$ cat config.mk
export PLATFORM = sky130hd
export DESIGN_NAME = seg_scan_capture
export DESIGN_NICKNAME = d
export VERILOG_FILES = /design/src/rtl/seg_scan_capture.sv
export SDC_FILE = /design/constraint.sdc
export NUM_CORES = 1
export LEC_CHECK = 0
export CORE_ASPECT_RATIO = 0.9
export CORE_MARGIN = 2
export CORE_UTILIZATION = 25
export CTS_BUF_LIST = sky130_fd_sc_hd__clkbuf_16
export CTS_CLUSTER_SIZE = 14
export DETAILED_ROUTE_END_ITERATION = 10
export GPL_TIMING_DRIVEN = 0
export PLACE_DENSITY = 0.45
export SYNTH_ARGS = -nofsm -noshare
export SYNTH_HDL_FRONTEND = slang
export SYNTH_SLANG_ARGS = --single-unit
$ cat constraint.sdc
create_clock -name clk -period 2.65 [get_ports clk]
set_clock_uncertainty 0.1 [all_clocks]
set_input_delay 0.265 -clock clk [delete_from_list [all_inputs] [get_ports clk]]
set_output_delay 0.265 -clock clk [all_outputs]
set_load 0.01 [all_outputs]
$ cat src/rtl/seg_scan_capture.sv
// seg_scan_capture: rebuilds the four digit registers from a time-multiplexed
// {active-low anode, digit} scan bus. It also flags blanking, illegal anode
// patterns and completed scan frames.
//
// Latency: a pair applied after edge k is registered at edge k+1 and written
// to digits at edge k+STABLE_CYC.
//
// Backpressure: none. The scan driver cannot be stalled; every cycle is
// observed (or only ghost_in=1 cycles when the ghost phase is enabled).
//
// Ports:
//   clk, rst_n   clock, asynchronous active-low reset
//   dig_in       multiplexed digit value
//   anode_in     active-low anode select, bit3=A(MSD) .. bit0=D(LSD)
//   ghost_in     segment-enable phase (only when SEG_SCAN_GHOST_EN is defined)
//   digits       captured digits, A in the top DIG_W bits .. D in the bottom
//   digit_vld    per-position "captured since reset"
//   frame_done   one-cycle pulse per completed frame
//   blank        display currently blanked
//   anode_err    one-cycle pulse when an illegal anode pattern is accepted
//
// Optional feature macro: SEG_SCAN_GHOST_EN (adds ghost_in; sampling is
// gated to ghost_in=1 cycles).
module seg_scan_capture #(
  parameter int         DIG_W      = 3,
  parameter int         STABLE_CYC = 4,
  parameter int         BLANK_CYC  = 1024,
  parameter logic [3:0] FRAME_MASK = 4'b0111
) (
  input  logic               clk,
  input  logic               rst_n,
  input  logic [DIG_W-1:0]   dig_in,
  input  logic [3:0]         anode_in,
`ifdef SEG_SCAN_GHOST_EN
  input  logic               ghost_in,
`endif
  output logic [4*DIG_W-1:0] digits,
  output logic [3:0]         digit_vld,
  output logic               frame_done,
  output logic               blank,
  output logic               anode_err
);

  localparam int CNT_W = $clog2(STABLE_CYC + 1);
  localparam int BLK_W = $clog2(BLANK_CYC + 1);

  logic [3:0]       smp_anode;
  logic [DIG_W-1:0] smp_dig;
  logic [CNT_W-1:0] stab_cnt;
  logic [BLK_W-1:0] blank_cnt;
  logic [3:0]       seen;

  logic       sample_en;
  logic       same;
  logic       accept;
  logic [3:0] anode_on;
  logic       one_hot;
  logic       all_off;
  logic [3:0] hit;
  logic [3:0] seen_nxt;
  logic       frame_cmp;
  logic       blank_hit;

`ifdef SEG_SCAN_GHOST_EN
  // The shadow phase is invisible: smp, the stability count and the blank
  // count all freeze, so it cannot break a stable run.
  assign sample_en = ghost_in;
`else
  assign sample_en = 1'b1;
`endif

  // The stability count tracks the pair that is about to be registered
  // against the pair already held in smp. Accept therefore happens on the
  // edge that moves the count from STABLE_CYC-1 to STABLE_CYC, and the
  // incoming pair (equal to smp) is written on that same edge.
  assign same   = (anode_in == smp_anode) && (dig_in == smp_dig);
  assign accept = sample_en && same && (stab_cnt == CNT_W'(STABLE_CYC - 1));

  assign anode_on = ~anode_in;
  assign one_hot  = (anode_on != 4'b0000) && ((anode_on & (anode_on - 4'd1)) == 4'b0000);
  assign all_off  = (anode_in == 4'b1111);

  assign hit       = (accept && one_hot) ? anode_on : 4'b0000;
  assign seen_nxt  = seen | hit;
  assign frame_cmp = (hit != 4'b0000) && ((seen_nxt & FRAME_MASK) == FRAME_MASK);

  // Blank is entered on the edge where the off-count would reach BLANK_CYC.
  assign blank_hit = sample_en && (smp_anode == 4'b1111) &&
                     (blank_cnt == BLK_W'(BLANK_CYC - 1));

  always_ff @(posedge clk or negedge rst_n) begin
    if (!rst_n) begin
      smp_anode  <= 4'b1111;
      smp_dig    <= '0;
      stab_cnt   <= '0;
      blank_cnt  <= '0;
      seen       <= 4'b0000;
      digits     <= '0;
      digit_vld  <= 4'b0000;
      frame_done <= 1'b0;
      blank      <= 1'b0;
      anode_err  <= 1'b0;
    end else begin
      frame_done <= 1'b0;
      anode_err  <= 1'b0;

      if (sample_en) begin
        smp_anode <= anode_in;
        smp_dig   <= dig_in;
        if (same) begin
          if (stab_cnt != CNT_W'(STABLE_CYC))
            stab_cnt <= stab_cnt + CNT_W'(1);
        end else begin
          stab_cnt <= CNT_W'(1);
        end

        if (smp_anode == 4'b1111) begin
          if (blank_cnt != BLK_W'(BLANK_CYC))
            blank_cnt <= blank_cnt + BLK_W'(1);
        end else begin
          blank_cnt <= '0;
        end
      end

      for (int i = 0; i < 4; i++) begin
        if (hit[i])
          digits[i*DIG_W +: DIG_W] <= dig_in;
      end

      if (hit != 4'b0000) begin
        digit_vld <= digit_vld | hit;
        blank     <= 1'b0;
        // The completing accept is not carried into the next frame.
        seen      <= frame_cmp ? 4'b0000 : seen_nxt;
        frame_done <= frame_cmp;
      end else if (accept && !all_off) begin
        anode_err <= 1'b1;
      end

      // A one-hot accept needs a one-hot smp, which keeps blank_cnt at zero.
      // So this can never collide with the seen update above.
      if (blank_hit) begin
        blank <= 1'b1;
        seen  <= 4'b0000;
      end
    end
  end

endmodule

==> impl_metrics.tcl <==
set metrics [dict create \
    cts.sinks 43 \
    globalplace.congestion 0.721 \
    required_ps 2720 \
    synthTopCellsByCount "dfrtp_1 (39), xnor2_1 (11), nand3_1 (10)" \
    vdd_drop_max_uv 219 \
    rsz0062_at_grt "no" \
    cts.path.max_buffers 2 \
    yosysTopAreaCellShare_pct 50.5 \
    rr_endpoint "digits[10]$_DFFE_PN0P_" \
    final_cells 297 \
    first_global_vias 1403 \
    fin_crit_sh_pct 88.7 \
    yosysSeqAreaShare_pct 55.9 \
    avgSynthCellArea_um2 11.8 \
    drc_errors 0 \
    fmax_mhz 426 \
    clkTransAtPathRegs_ps 60 \
    rrSetupSlack_ps 480 \
    syn-num-nets 178 \
    worst_slew_pin_slew_ps 495 \
    globalRouteMet3Util_pct 2.41 \
    leakagePower_nw 1.10 \
    setup_violations 0 \
    fillers 774 \
    path_cells "clkdlybuf4s50_1 > xnor2_1 > nand4_1 > or2_2 > nor4_4 > mux2_2" \
    port-buffer-count 27 \
    cts_tree "yes" \
    drt-vias-per-instance 4.46 \
    grt_max_degree 36 \
    yosysMostFrequentCell "dfrtp_1" \
    gr-usage-met1_pct 15.0 \
    diodes 0 \
    slew_headroom_pct 66.9 \
    grtUsageMet2_pct 14.9 \
    synth_edf_count 0 \
    max_stage_delay_ps 680 \
    drtIter0Drc 78 \
    slowest_stage "clkdlybuf4s50_1" \
    syn-instance-count 164 \
    p_per_area_nw_per_um2 574 \
    vias 1325 \
    synthTopCellsByArea "dfrtp_1 (50%), dfstp_2 (5.4%), mux2_2 (5.2%), xnor2_1 (5.0%), ha_1 (3.2%)" \
    synth_flop_cell "dfrtp_1" \
    grt_pass1_wl_um 7020 \
    coreArea_um2 7510 \
    area_growth_pct 30.2 \
    finalHoldViolCount 0 \
    status "finished clean" \
    p_total_mw 1.45 \
    root_buffer "clkbuf_16" \
    cts_max_level 2 \
    clkLatencyLatePin_ps 280 \
    yosys_warnings 0 \
    die_area_um2 8450 \
    nets 214 \
    start_util_pct 25.8 \
    gr-max-usage-layer "met1" \
    worstPathArrival_ps 2420 \
    reg2reg_depth 5 \
    period_minus_slack_ps 2350 \
    antenna_found_initial 0 \
    rows 30 \
    ant_nets 0 \
    die-height_um 87.4 \
    drv_cap 0 \
    async_reset_ff_share_pct 100 \
    cts_made_buffers 5 \
    drive_above_1_share_pct 18.4 \
    cp-start-kind "input port" \
    fp.dieW_um 96.7 \
    io_pins 28 \
    dpl.cell_count 288 \
    synth_area_um2 1930 \
    synth_cell_type_count 33 \
    track_usage_pct 10.3 \
    cp-end-kind "register" \
    firstDrtPassIters 4 \
    min_path_type "in -> async" \
    synth-seq-cells 43 \
    rr_startpoint "smp_anode[2]$_DFF_PN1_" \
    wl_per_cell_um 13.5 \
    crit_fanout 7 \
    grt-ovfl-total 0 \
    cts_setup_buffers 0 \
    hpwl_um 2780 \
    report.final.slew_viol_count 0 \
    crit_type "in -> reg" \
    routed_wl_um 4000 \
    synth_top_cell_by_area "dfrtp_1" \
]
routing by layer:
| layer | routed length [um] | vias to the layer above |
|---|---|---|
| li1 | - | 637 |
| met1 | 2160 | 651 |
| met2 | 1620 | 29 |
| met3 | 123 | 8 |
| met4 | 92 | 0 |
| met5 | 0 | - |
how the worst max path moves through the flow:
stage | slack [ps] | to | from
after detailed placement | 10 | digits[9]$_DFFE_PN0P_ | anode_in[3]
after floorplan | 680 | digits[10]$_DFFE_PN0P_ | smp_anode[2]$_DFF_PN1_
after global routing | 90 | digits[7]$_DFFE_PN0P_ | anode_in[3]
after CTS | 320 | digits[10]$_DFFE_PN0P_ | anode_in[3]
after global placement | -70 | digits[9]$_DFFE_PN0P_ | rst_n
final | 300 | digits[10]$_DFFE_PN0P_ | anode_in[3]
cell type report:
type,instances,area [um^2],area share [%]
clock buffer,5,125,4.97
tap,96,120,4.77
multi-input combinational,111,813,32.3
clock inverter,3,43.8,1.74
buffer,2,8.76,0.348
inverter,8,30.0,1.19
sequential,43,1080,42.9
timing repair buffer,29,295,11.7
through the flow:
| step | setup WS (ps) | hold WS (ps) | cell area, um^2 | utilization (%) | setup TNS (ps) |
|---|---|---|---|---|---|
| after floorplan | 677 | -131 | 1930 | - | 0 |
| after global placement | -72.5 | 357 | 2320 | 31.0 | -2700 |
| after detailed placement | 14.1 | 48.1 | 2340 | 31.2 | 0 |
| after CTS | 324 | 282 | 2520 | 33.5 | 0 |
| after global routing | 92.0 | 302 | 2520 | 33.5 | 0 |
| final | 301 | 278 | 2520 | 33.5 | 0 |
worst max-delay path, delay by kind of cell:
| family | cells | cell delay [ps] |
|---|---|---|
| simple gates | 3 | 920 |
| buf+inv | 1 | 680 |
| xor+xnor | 1 | 160 |
| mux | 1 | 380 |
layout by cell type, fill, tap and decap left out, types with 3 or more instances in the layout:
cell type,count
inv_1,8
nand3_1,10
and3_1,5
nand2b_1,4
a21oi_1,8
nand2_1,8
ha_1,5
clkbuf_16,5
mux2_2,9
dfstp_2,4
or3_1,5
nor2_1,9
o21ai_0,4
nor3_1,5
dfrtp_1,39
mux2_4,3
clkdlybuf4s50_1,26
xnor2_1,11
or2_2,4
xor2_1,3
state kept, by name, indices dropped and copies added (netlist names):
signal      flops
digits         12
blank_cnt      11
digit_vld       4
smp_anode       4
seen            3
smp_dig         3
stab_cnt        3
anode_err       1
blank           1
frame_done      1
kinds of logic (layout without fill, tap and decap cells):
kind of cell	count (synthesis)	after routing	share of synthesized area [%]
buf+inv	10	47	2.01
compound gates	17	17	5.11
fa+ha+maj	5	5	3.24
flops	43	43	55.9
mux	12	12	7.57
simple gates	63	63	19.8
xor+xnor	14	14	6.34
power by group:
| group | total [mW] | switching (mW) | internal (mW) | leakage, nW |
|---|---|---|---|---|
| Clock | 0.704 | 0.260 | 0.445 | 0.0838 |
| Sequential | 0.669 | 0.00402 | 0.665 | 0.570 |
| Combinational | 0.0724 | 0.0430 | 0.0294 | 0.443 |
what timing repair did:
| item | CTS | global route |
|---|---|---|
| setup endpoints to repair | 0 | 0 |
| hold buffers | 1 | 0 |
| hold endpoints to repair | 8 | 0 |
| gates resized for setup | 0 | 0 |
Note: power is estimated with default switching activity, not from simulation.
